File: src/rtl/seg_scan_ctrl_pkg.sv
// Shared constants for the seven-segment scan controller: register map,
// inactive pin levels, reset configuration and the active-high hex glyph table.
package reflet_seg_pkg;

  localparam logic [1:0] ADDR_DIG_LO = 2'd0;
  localparam logic [1:0] ADDR_DIG_HI = 2'd1;
  localparam logic [1:0] ADDR_CTRL   = 2'd2;
  localparam logic [1:0] ADDR_BRIGHT = 2'd3;

  localparam logic [6:0] SEG_OFF    = 7'h7F;
  localparam logic [3:0] SEL_OFF    = 4'hF;
  localparam logic       PIN_OFF    = 1'b1;
  localparam logic [3:0] BRIGHT_RST = 4'hF;

  typedef enum logic {
    ST_IDLE,
    ST_SCAN
  } scan_state_t;

  typedef struct packed {
    logic [3:0][3:0] digit;
    logic [3:0]      dot;
    logic            colon;
    logic [3:0]      bright;
  } disp_cfg_t;

  localparam disp_cfg_t CFG_RST = '{digit: '0, dot: '0, colon: 1'b0, bright: BRIGHT_RST};

  // Index n holds the glyph for hex value n, segment order {g,f,e,d,c,b,a}, 1 = lit.
  localparam logic [15:0][6:0] GLYPH_TABLE = {
    7'h71, 7'h79, 7'h5E, 7'h39, 7'h7C, 7'h77, 7'h6F, 7'h7F,
    7'h07, 7'h7D, 7'h6D, 7'h66, 7'h4F, 7'h5B, 7'h06, 7'h3F
  };

endpackage

File: src/rtl/seg_scan_ctrl_if.sv
// CPU register write port and display pin bundle of the scan controller.
interface seg_scan_ctrl_if;
  logic       wr_en;
  logic [1:0] wr_addr;
  logic [7:0] wr_data;
  logic [6:0] segments;
  logic [3:0] seg_select;
  logic       seg_colon;
  logic       seg_dot;
  logic       frame_done;

  modport master (
    output wr_en, wr_addr, wr_data,
    input  segments, seg_select, seg_colon, seg_dot, frame_done
  );

  modport slave (
    input  wr_en, wr_addr, wr_data,
    output segments, seg_select, seg_colon, seg_dot, frame_done
  );
endinterface

File: src/rtl/seg_scan_ctrl_hex_decode.sv
// Combinational hex-to-seven-segment decoder producing an active-high glyph.
module seg_hex_decode
  import reflet_seg_pkg::*;
(
  input  logic [3:0] value,
  output logic [6:0] glyph
);
  assign glyph = GLYPH_TABLE[value];
endmodule

File: src/rtl/seg_scan_ctrl.sv
// Four-digit multiplexed seven-segment controller: shadow/display registers,
// digit/phase/sub-phase scan counters, IDLE/SCAN control and registered pins.
module seg_scan_ctrl
  import reflet_seg_pkg::*;
#(
  parameter int CLK_DIV = 1000
) (
  input logic            clk,
  input logic            reset,
  seg_scan_ctrl_if.slave bus
);
  localparam int               SUB_W    = (CLK_DIV > 1) ? $clog2(CLK_DIV) : 1;
  localparam logic [SUB_W-1:0] SUB_LAST = SUB_W'(CLK_DIV - 1);

  disp_cfg_t        shadow, shadow_nxt, disp;
  logic             en_sh, en_nxt;
  scan_state_t      state, state_nxt;
  logic [SUB_W-1:0] sub_p0, sub_nxt;
  logic [3:0]       phase_p0, phase_nxt;
  logic [1:0]       digit_p0, digit_nxt;
  logic             wrap_p0, wrap_nxt;
  logic             frame_end, load_disp, lit;
  logic [6:0]       glyph;
  logic [6:0]       seg_p1;
  logic [3:0]       sel_p1;
  logic             dot_p1, colon_p1, fd_p1;

  // Write-through view of the shadow registers: what they hold after this cycle.
  always_comb begin
    shadow_nxt = shadow;
    en_nxt     = en_sh;
    if (bus.wr_en) begin
      case (bus.wr_addr)
        ADDR_DIG_LO: begin
          shadow_nxt.digit[0] = bus.wr_data[3:0];
          shadow_nxt.digit[1] = bus.wr_data[7:4];
        end
        ADDR_DIG_HI: begin
          shadow_nxt.digit[2] = bus.wr_data[3:0];
          shadow_nxt.digit[3] = bus.wr_data[7:4];
        end
        ADDR_CTRL: begin
          en_nxt           = bus.wr_data[0];
          shadow_nxt.colon = bus.wr_data[1];
          shadow_nxt.dot   = bus.wr_data[5:2];
        end
        default: shadow_nxt.bright = bus.wr_data[3:0];
      endcase
    end
  end

  always_ff @(posedge clk) begin
    if (reset) begin
      shadow <= CFG_RST;
      en_sh  <= 1'b0;
    end else begin
      shadow <= shadow_nxt;
      en_sh  <= en_nxt;
    end
  end

  always_ff @(posedge clk) begin
    if (reset) begin
      state    <= ST_IDLE;
      sub_p0   <= '0;
      phase_p0 <= '0;
      digit_p0 <= '0;
      wrap_p0  <= 1'b0;
    end else begin
      state    <= state_nxt;
      sub_p0   <= sub_nxt;
      phase_p0 <= phase_nxt;
      digit_p0 <= digit_nxt;
      wrap_p0  <= wrap_nxt;
    end
  end

  // Counters only advance while staying in SCAN; entering or leaving restarts them at zero.
  always_comb begin
    state_nxt = ST_IDLE;
    if (en_nxt) state_nxt = ST_SCAN;
    sub_nxt   = '0;
    phase_nxt = '0;
    digit_nxt = '0;
    frame_end = (state == ST_SCAN) && (digit_p0 == 2'd3) &&
                (phase_p0 == 4'hF) && (sub_p0 == SUB_LAST);
    if ((state == ST_SCAN) && (state_nxt == ST_SCAN)) begin
      sub_nxt   = sub_p0 + 1'b1;
      phase_nxt = phase_p0;
      digit_nxt = digit_p0;
      if (sub_p0 == SUB_LAST) begin
        sub_nxt   = '0;
        phase_nxt = phase_p0 + 1'b1;
        if (phase_p0 == 4'hF) digit_nxt = digit_p0 + 1'b1;
      end
    end
    load_disp = (state == ST_IDLE) || frame_end;
    wrap_nxt  = frame_end && (state_nxt == ST_SCAN);
  end

  // Display copy tracks the shadow while idle so the first frame after enable is current.
  always_ff @(posedge clk) begin
    if (reset) disp <= CFG_RST;
    else if (load_disp) disp <= shadow_nxt;
  end

  seg_hex_decode u_dec (
    .value (disp.digit[digit_p0]),
    .glyph (glyph)
  );

  assign lit = (state == ST_SCAN) && (phase_p0 != 4'd0) && (phase_p0 <= disp.bright);

  // ---- output stage p1: pins reflect the previous cycle's counter state ----
  always_ff @(posedge clk) begin
    if (reset) begin
      seg_p1   <= SEG_OFF;
      sel_p1   <= SEL_OFF;
      dot_p1   <= PIN_OFF;
      colon_p1 <= PIN_OFF;
      fd_p1    <= 1'b0;
    end else begin
      fd_p1 <= wrap_p0 && (state == ST_SCAN);
      if (lit) begin
        seg_p1   <= ~glyph;
        sel_p1   <= ~(4'b0001 << digit_p0);
        dot_p1   <= ~disp.dot[digit_p0];
        colon_p1 <= ~disp.colon;
      end else begin
        seg_p1   <= SEG_OFF;
        sel_p1   <= SEL_OFF;
        dot_p1   <= PIN_OFF;
        colon_p1 <= PIN_OFF;
      end
    end
  end

  assign bus.segments   = seg_p1;
  assign bus.seg_select = sel_p1;
  assign bus.seg_dot    = dot_p1;
  assign bus.seg_colon  = colon_p1;
  assign bus.frame_done = fd_p1;

endmodule

File: src/flat_wrapper.sv
// flat-port wrapper written by rule: the top's interface ports become plain ports
module seg_scan_ctrl_flat import reflet_seg_pkg::*;
#(
  parameter int CLK_DIV = 1000
)
  (clk, reset, bus_wr_en, bus_wr_addr, bus_wr_data, bus_segments, bus_seg_select, bus_seg_colon, bus_seg_dot, bus_frame_done);
  seg_scan_ctrl_if bus_i ();
  input logic clk;
  input logic reset;
  input wire logic [$bits(bus_i.wr_en)-1:0] bus_wr_en;
  input wire logic [$bits(bus_i.wr_addr)-1:0] bus_wr_addr;
  input wire logic [$bits(bus_i.wr_data)-1:0] bus_wr_data;
  output wire logic [$bits(bus_i.segments)-1:0] bus_segments;
  output wire logic [$bits(bus_i.seg_select)-1:0] bus_seg_select;
  output wire logic [$bits(bus_i.seg_colon)-1:0] bus_seg_colon;
  output wire logic [$bits(bus_i.seg_dot)-1:0] bus_seg_dot;
  output wire logic [$bits(bus_i.frame_done)-1:0] bus_frame_done;
  assign bus_i.wr_en = bus_wr_en;
  assign bus_i.wr_addr = bus_wr_addr;
  assign bus_i.wr_data = bus_wr_data;
  assign bus_segments = bus_i.segments;
  assign bus_seg_select = bus_i.seg_select;
  assign bus_seg_colon = bus_i.seg_colon;
  assign bus_seg_dot = bus_i.seg_dot;
  assign bus_frame_done = bus_i.frame_done;
  seg_scan_ctrl #(.CLK_DIV(CLK_DIV)) u_core (.clk(clk), .reset(reset), .bus(bus_i));
endmodule
File: config.mk
export PLATFORM = sky130hd
export DESIGN_NAME = seg_scan_ctrl_flat
export DESIGN_NICKNAME = d
export VERILOG_FILES = /design/src/rtl/seg_scan_ctrl_pkg.sv /design/src/rtl/seg_scan_ctrl_if.sv /design/src/rtl/seg_scan_ctrl_hex_decode.sv /design/src/rtl/seg_scan_ctrl.sv /design/src/flat_wrapper.sv
export SDC_FILE = /design/constraint.sdc
export NUM_CORES = 1
export LEC_CHECK = 0
export CAP_MARGIN = 20
export CELL_PAD_IN_SITES_DETAIL_PLACEMENT = 1
export CELL_PAD_IN_SITES_GLOBAL_PLACEMENT = 2
export CORE_MARGIN = 5
export CORE_UTILIZATION = 41
export DETAILED_ROUTE_END_ITERATION = 7
export PLACE_DENSITY_LB_ADDON = 0.1
export SETUP_SLACK_MARGIN = 0.5
export SLEW_MARGIN = 10
export SYNTH_ARGS = -nofsm -noshare
export SYNTH_HDL_FRONTEND = slang
export SYNTH_SLANG_ARGS = --single-unit
File: constraint.sdc
create_clock -name clk -period 6.4 [get_ports clk]
set_input_delay 1.28 -clock clk [delete_from_list [all_inputs] [get_ports clk]]
set_output_delay 1.28 -clock clk [all_outputs]
set_load 0.02 [all_outputs]
==> impl_metrics.ini, run 1 <==
[run_status]
outcome = finished clean

[hold_path]
hold_path_class = reg2reg
hold_path_startpoint = u_core.disp[4]
holdPathEnd = u_core.bus.seg_colon
min_path_cells = 1

[place]
portBuffers = 26
placed_cell_area_um2 = 4020
place_congestion = 0.717
post-dp-hpwl_um = 5250

[worst_setup_path]
worstReg2RegEnd = u_core.bus.segments[0]
reg2reg_from = u_core.digit_p0[0]
worstSetupPathType = in2reg
worstPathArrival_ns = 3.27
reg2regPathDepth = 5
cp.required_ns = 6.65
setup.worst_path.end_class = flip-flop
worstSetupStartpointType = primary input
cp_max_fo = 8
reg2reg_slack_ns = 3.92

[final_layout]
drive_above_1_share = 0.160
layout_commonest_cell = dfxtp_1
syn_to_final_growth_pct = 15.1
final_cell_mix = dfxtp_1 (82), nor2_1 (38), mux2_2 (30), mux2i_1 (26), clkdlybuf4s50_1 (26)
final_area_um2 = 4230
nets = 407
n_antenna_cell = 0

[pwr]
combPwrFrac = 0.061
p_per_area_nw_per_um2 = 234
power_frac_clock = 0.406
p_int_mw = 0.741
power_frac_seq = 0.533
peakVddDrop_uv = 109
switchingPower_mw = 0.249
p_leak_nw = 1.69
netSwitchingFraction = 0.251

[sta]
finalSetupViolations = 0
worst_pin_slew_ns = 1.00
timing.setup.tns_ns = 0
rsz0062_at_grt = false
fmax_mhz = 331
clock_skew_ns = 0.00858
fin_crit_sh = 0.473
maxSlewViolCount = 0
period_needed_ns = 3.03
slew_headroom = 0.328
final-hold-violation-count = 0

[detailed_routing]
dr.pass1.iters = 4
wire_per_inst_um = 15.3
vias = 2472
top_layer = met4
antenna_left = 0
m1WireLength_um = 3740
via_per_inst = 5.04
drt_iter0_drc = 55
finalWirelength_um = 7480
met2_length_um = 3470
wl_met3_um = 178
drc = 0

[clock_tree]
ctsResizeCount = 0
cts_made_buffers = 9
clock-sinks = 82
clock_latency_ns = 0.35
cts_hold_buf = 0
cts_tree = yes
ctsLongestPathBuffers = 2
ctsHtreeMaxLevel = 3
cts_setup_buffers = 0
root_buffer = clkbuf_8
clk_pin_slew_ns = 0.09

[floorplan]
dieArea_um2 = 11000
die_w_um = 105
ios = 27
initial_core_util = 0.421
rows = 34
die_y_um = 105
coreArea_um2 = 8720

[grt]
grt_overflow = 0
antenna_found_initial = 0
grt_max_degree = 53
grt_pass1_wl_um = 12900
grt_pass1_vias = 2685
gr-usage-all-layers = 0.143

[synth]
synth_simple_gate_area_share = 0.191
yosys.area_share.xor_xnor = 0.0358
syn_nets = 383
synth.area.top_cells = dfxtp_1 (45%), mux2_2 (9.2%), mux2i_1 (7.1%), ha_1 (5.8%), nor2b_1 (3.9%)
ys_ff_latch = 82
synth_top_family_by_area = multiplexers
synth_top_flop_cell = dfxtp_1
syn-cell-area_um2 = 3670
postSynth.asyncResetShare = 0
synth_top_area_cell = dfxtp_1
synth_mux_area_frac = 0.203
synth_edf_count = 0
synth_compound_area_frac = 0.0323
ys_seq_area_frac = 0.447
synthAdderAreaFrac = 0.0579
yosysTopAreaCellShare = 0.447
synthCells = 353
synth.distinct_cells = 39
yosys_warnings = 0
synth_area_per_cell_um2 = 10.4

[job]
cap_violations = 0
==> metal layers <==
| layer | GRT usage | up-vias |
|---|---|---|
| li1 | - | 1249 |
| met1 | 0.188 | 1187 |
| met2 | 0.232 | 27 |
| met3 | 0.0302 | 9 |
| met4 | 0.0493 | 0 |
| met5 | 0 | - |
==> how the worst max path moves through the flow <==
| stage | startpoint | endpoint | slack, ns | cells after the start |
|---|---|---|---|---|
| global placement | bus_wr_en | u_core.disp[15] | 3.05 | 5 |
| detailed placement | bus_wr_en | u_core.disp[15] | 2.99 | 5 |
| finish | bus_wr_en | u_core.disp[12] | 3.37 | 5 |
| global route | bus_wr_en | u_core.disp[14] | 3.28 | 5 |
| CTS | bus_wr_en | u_core.disp[12] | 3.35 | 5 |
| floorplan | bus_wr_addr[0] | u_core.sub_p0[3] | 3.90 | 5 |
==> through the flow <==
stage | setup WS (ns) | instances | total power, mW | hold WS, ns | util
final | 3.37 | 490 | 0.990 | 0.423 | 0.485
after global routing | 3.28 | 490 | 1.04 | 0.440 | 0.485
after CTS | 3.35 | 490 | 1.01 | 0.424 | 0.485
after detailed placement | 2.99 | 474 | 0.602 | 0.395 | 0.461
after global placement | 3.05 | 474 | 0.600 | 0.397 | 0.461
after floorplan | 3.90 | 353 | 0.580 | 0.353 | -
==> registers in the layout, indices dropped and copies added (netlist names), 2 cells and up <==
name                   flops
u_core.digit_p0            2
u_core.disp               25
u_core.sub_p0             10
u_core.phase_p0            4
u_core.shadow             25
u_core.bus.segments        7
u_core.bus.seg_select      4
==> cells in the mapped netlist, types with 4 or more instances <==
| library cell | count |
|---|---|
| a21oi_1 | 6 |
| clkbuf_1 | 9 |
| dfxtp_1 | 82 |
| ha_1 | 17 |
| inv_1 | 12 |
| mux2_2 | 30 |
| mux2i_1 | 26 |
| nand2_1 | 23 |
| nand2b_1 | 6 |
| nand3_1 | 10 |
| nand3b_1 | 9 |
| nor2_1 | 38 |
| nor2b_1 | 23 |
| o21ai_0 | 4 |
| or2_2 | 5 |
| xnor2_1 | 9 |
| xor2_1 | 6 |
==> worst max-delay path, cell delays in order <==
cell             delay, ns
clkdlybuf4s50_1       0.53
nor3b_2               0.83
mux2i_1               0.28
nor2_1                0.07
mux2_2                0.28
==> area by class of cell <==
class                           instances  area [um2]
Clock buffer                            9         124
Sequential cell                        82        1640
Tap cell                              108         135
Timing Repair Buffer                   28         275
Fill cell                             993        4490
Inverter                               12        45.0
Clock inverter                          7        86.3
Multi-Input combinational cell        244        1920
==> power groups by stage <==
| stage | Combinational [mW] | Sequential, mW | Clock [mW] |
|---|---|---|---|
| after CTS | 0.0624 | 0.528 | 0.416 |
| final | 0.0609 | 0.527 | 0.402 |
| after detailed placement | 0.0621 | 0.540 | 0 |
| after global placement | 0.0606 | 0.539 | 0 |
| after floorplan | 0.0420 | 0.538 | 0 |
| after global routing | 0.0681 | 0.529 | 0.439 |
==> kinds of logic (layout without fill, tap and decap cells) <==
kind of cell | after synthesis | in the layout
mux | 62 | 62
simple gates | 132 | 132
xor+xnor | 15 | 15
compound gates | 18 | 18
buf+inv | 27 | 56
flops | 82 | 82
fa+ha+maj | 17 | 17
Note: power is estimated with default switching activity, not from simulation.
==> inputs of run 2 (changes only) <==
CORE_UTILIZATION = 34   (was 41)
clock period = 2.6 ns   (was 6.4 ns; I/O delays follow)
==> impl_metrics.ini, run 2 (same netlist as run 1, synthesis figures left out) <==
[run_status]
outcome = finished clean

[sta]
period_needed_ns = 1.99
timing.setup.tns_ns = 0
slew_headroom = 0.769
fmax_mhz = 502
rsz0062_at_grt = false
fin_crit_sh = 0.765
clock_skew_ns = 0.0138
maxSlewViolCount = 0
final-hold-violation-count = 0
worst_pin_slew_ns = 0.344
finalSetupViolations = 0

[clock_tree]
ctsLongestPathBuffers = 2
clock-sinks = 82
cts_tree = yes
cts_made_buffers = 9
root_buffer = clkbuf_8
clock_latency_ns = 0.35
clk_pin_slew_ns = 0.09
ctsHtreeMaxLevel = 3

[final_layout]
layout_commonest_cell = dfxtp_1
nets = 416
fin_cells = 531
area.sequential_um2 = 1640
syn_to_final_growth_pct = 18.5
final_area_um2 = 4350
n_antenna_cell = 0
top_regs = u_core.disp x25, u_core.shadow x25, u_core.sub_p0 x10
fillers = 1214
multi_input_comb_area_um2 = 1910
drive_above_1_share = 0.187
final_cell_mix = dfxtp_1 (81), nor2_1 (38), mux2_2 (30), mux2i_1 (26), clkdlybuf4s50_1 (26)

[hold_path]
hold_path_class = reg2reg

[floorplan]
ios = 27
initial_core_util = 0.344
dieArea_um2 = 13000
die_w_um = 114
coreArea_um2 = 10700
die_y_um = 114
rows = 38

[pwr]
p_per_area_nw_per_um2 = 577
p_leak_nw = 1.74
peakVddDrop_uv = 260
power_mw = 2.51

[worst_setup_path]
worstPathArrival_ns = 2.22
cp_cell_sequence = mux4_2 > ha_1 > or3_1 > a21oi_1 > o31ai_1
slowest_stage = mux4_2
worst-path-buf-inv = 0
worstSetupPathType = reg2reg
reg2reg_slack_ns = 0.61
worstSetupStartpointType = flip-flop
cp_max_fo = 6
cpLargestDelayFamily = multiplexers
setup.worst_path.end_class = flip-flop
cpPeakStageDelay_ns = 0.59
cp.required_ns = 2.83

[detailed_routing]
drt_iter0_drc = 91
m1WireLength_um = 3950
drc = 0
antenna_left = 0
wl_met3_um = 237
finalWirelength_um = 7950
dr.pass1.iters = 4
met2_length_um = 3700
top_layer = met4
via_per_inst = 4.73
vias = 2511
wire_per_inst_um = 15.0

[place]
portBuffers = 26
placed_cells = 514
place_congestion = 0.721
placed_cell_area_um2 = 4120
post-dp-hpwl_um = 5650

[grt]
grt_overflow = 0
grt_pass1_vias = 2704
gr-usage-all-layers = 0.136
antenna_found_initial = 0
grt_max_degree = 52
grt_pass1_wl_um = 14000

[job]
cap_violations = 0
[run 2: cell count changes in the layout (fill, tap and decap cells not counted), sizes merged]
cell and delta:
inv -3, clkinvlp -1, bufinv +1, buf +9
clkbuf +3
[run 2: timing repair]
item,4_1_cts,5_1_grt
setup endpoints to repair,2,2
buffers inserted,0,1
resized for setup,1,2
pin swaps,0,0
hold buffers,0,0
[run 2: layer usage]
metal,GRT usage,vias up
met2,0.216,28
met3,0.0286,5
met1,0.186,1214
li1,-,1264
met5,0,-
met4,0.0428,0
[run 2: report_power, final]
| part | switching [mW] | leakage, nW | internal, mW |
|---|---|---|---|
| sequential | 0.0141 | 0.666 | 1.28 |
| combinational | 0.0775 | 0.958 | 0.0812 |
| clock | 0.461 | 0.117 | 0.595 |
| total | 0.553 | 1.74 | 1.96 |
[run 2: per-stage QoR]
| stage | util | worst slack, ns | hold slack (ns) |
|---|---|---|---|
| floorplan | - | 0.509 | 0.353 |
| global placement | 0.385 | 0.455 | 0.364 |
| detailed placement | 0.385 | 0.400 | 0.371 |
| CTS | 0.406 | 0.535 | 0.386 |
| global route | 0.407 | 0.507 | 0.404 |
| finish | 0.407 | 0.610 | 0.382 |
[run 2: worst paths after layout]
path | start | endpoint | depth (start not counted)
min reg2reg | u_core.disp[4] | u_core.bus.seg_colon | 1
max reg2reg | u_core.digit_p0[0] | u_core.bus.segments[0] | 5
min | u_core.disp[4] | u_core.bus.seg_colon | 1
max | u_core.digit_p0[0] | u_core.bus.segments[0] | 5
[run 2: layout make-up]
class | count | share of cell area
Tap cell | 140 | 0.0402
Timing Repair Buffer | 37 | 0.0816
Clock inverter | 4 | 0.0170
Multi-Input combinational cell | 244 | 0.438
Clock buffer | 12 | 0.0356
Inverter | 12 | 0.0103
Sequential cell | 82 | 0.377
==> inputs of run 3 (changes only) <==
CORE_UTILIZATION = 38   (was 34)
clock period = 1.85 ns   (was 2.6 ns; I/O delays follow)
==> impl_metrics.ini, run 3 (same netlist as run 1, synthesis figures left out) <==
[sta]
worst_pin_slew_ns = 0.376
fin_crit_sh = 1.06
final-hold-violation-count = 0
fin_hold_ws_ns = 0.401
finalSetupViolations = 5
clock_skew_ns = 0.00856
slew_headroom = 0.749
finalWorstSetupSlack_ns = -0.113
rsz0062_at_grt = true
fmax_mhz = 510
period_needed_ns = 1.96
maxSlewViolCount = 0

[floorplan]
initial_core_util = 0.394
ios = 27
coreArea_um2 = 9330
dieArea_um2 = 11700
die_w_um = 108
rows = 35
die_y_um = 108

[clock_tree]
cts_hold_buf = 0
ctsHtreeMaxLevel = 3
ctsLongestPathBuffers = 2
cts_made_buffers = 9
clock_latency_ns = 0.35
root_buffer = clkbuf_8
clock-sinks = 82
cts_tree = yes
clk_pin_slew_ns = 0.09

[final_layout]
final_area_um2 = 5350
n_antenna_cell = 0
layout_commonest_cell = dfxtp_1
nets = 470
fillers = 996
final_cell_mix = dfxtp_1 (70), buf_4 (35), nor2_1 (31), mux2_4 (26), mux2i_1 (25)
syn_to_final_growth_pct = 45.6
top_regs = u_core.disp x25, u_core.shadow x25, u_core.sub_p0 x10
fin_util = 0.574
drive_above_1_share = 0.443

[grt]
grt_overflow = 0
antenna_found_initial = 0
grt_max_degree = 37
grt_pass1_wl_um = 15400
grt_pass1_vias = 3025
gr-usage-all-layers = 0.169

[worst_setup_path]
worstSetupStartpointType = flip-flop
reg2reg_slack_ns = -0.11
cp_cell_sequence = mux4_2 > inv_2 > ha_4 > inv_2 > mux4_2 > nand2b_4
cp_max_fo = 4
cpLargestDelayFamily = multiplexers
worst-path-buf-inv = 2
cp.required_ns = 2.10
worstReg2RegEnd = u_core.bus.segments[3]
reg2regPathDepth = 6
worstSetupPathType = reg2reg
slowest_stage = mux4_2
cpPeakStageDelay_ns = 0.60
worstPathArrival_ns = 2.21
setup.worst_path.end_class = flip-flop
reg2reg_from = u_core.digit_p0[0]

[hold_path]
hold_path_class = reg2reg
holdPathEnd = u_core.bus.seg_colon
min_path_cells = 1
hold_path_startpoint = u_core.disp[4]

[pwr]
peakVddDrop_uv = 385
p_per_area_nw_per_um2 = 671
p_leak_nw = 2.19

[detailed_routing]
drt_iter0_drc = 45
drc = 0
dr.pass1.iters = 4
vias = 2820
antenna_left = 0
wire_per_inst_um = 17.2
finalWirelength_um = 9900
via_per_inst = 4.91

[run_status]
failed_checks = setup timing
outcome = finished with violations

[place]
post-dp-hpwl_um = 6020
place_ws_ns = -0.229
placed_cell_area_um2 = 4460
portBuffers = 26
place_congestion = 0.770

[job]
cap_violations = 0
run 3: cell count changes in the layout (fill, tap and decap cells not counted), moves of 17 or more:
cell	before	now
buf_6	0	21
clkdlybuf4s50_1	26	9
mux2_4	0	26
mux2_2	30	4
buf_4	10	35
run 3: worst max path at each step:
stage | start | endpoint | cells after the start
after floorplan | u_core.digit_p0[0] | u_core.bus.segments[3] | 7
after global placement | bus_wr_en | u_core.disp[15] | 6
after detailed placement | bus_wr_en | u_core.disp[15] | 6
after CTS | u_core.digit_p0[0] | u_core.bus.segments[0] | 5
after global routing | u_core.digit_p0[0] | u_core.bus.segments[3] | 6
final | u_core.digit_p0[0] | u_core.bus.segments[3] | 6
run 3: layout make-up:
type                    count  area (um2)  area share
clock inverters             7        98.8      0.0185
repair buffers             90         891       0.166
flip-flops and latches     82        1670       0.311
clock buffers               9         124      0.0231
inverters                  12        52.6     0.00982
multi-input cells         245        2360       0.440
well taps                 129         161      0.0302
run 3: timing repair:
action,in CTS,in global routing
gates cloned,3,1
setup endpoints to repair,77,64
buffers inserted,11,9
hold endpoints to repair,0,0
gates resized for setup,102,53
pin swaps,22,19
run 3: where the power goes:
part           switching [mW]  leakage [nW]  internal [mW]
clock                   0.703         0.107          0.771
sequential             0.0222         0.673           1.80
combinational           0.136          1.41          0.160
total                   0.861          2.19           2.73
run 3: layer usage:
metal	vias up	GRT usage	routed length, um
met5	-	0	0
met1	1389	0.217	4590
met4	0	0.0442	85
met2	34	0.290	4960
met3	8	0.0310	268
li1	1389	-	-
run 3: through the flow:
| step | cells | power (mW) | TNS (ns) |
|---|---|---|---|
| 6_report | 574 | 3.59 | -0.197 |
| 5_1_grt | 574 | 3.74 | -0.590 |
| 3_3_place_gp | 534 | 2.10 | -2.74 |
| 2_1_floorplan | 353 | 2.01 | -0.184 |
| 4_1_cts | 564 | 3.60 | -0.176 |
| 3_5_place_dp | 534 | 2.11 | -3.81 |
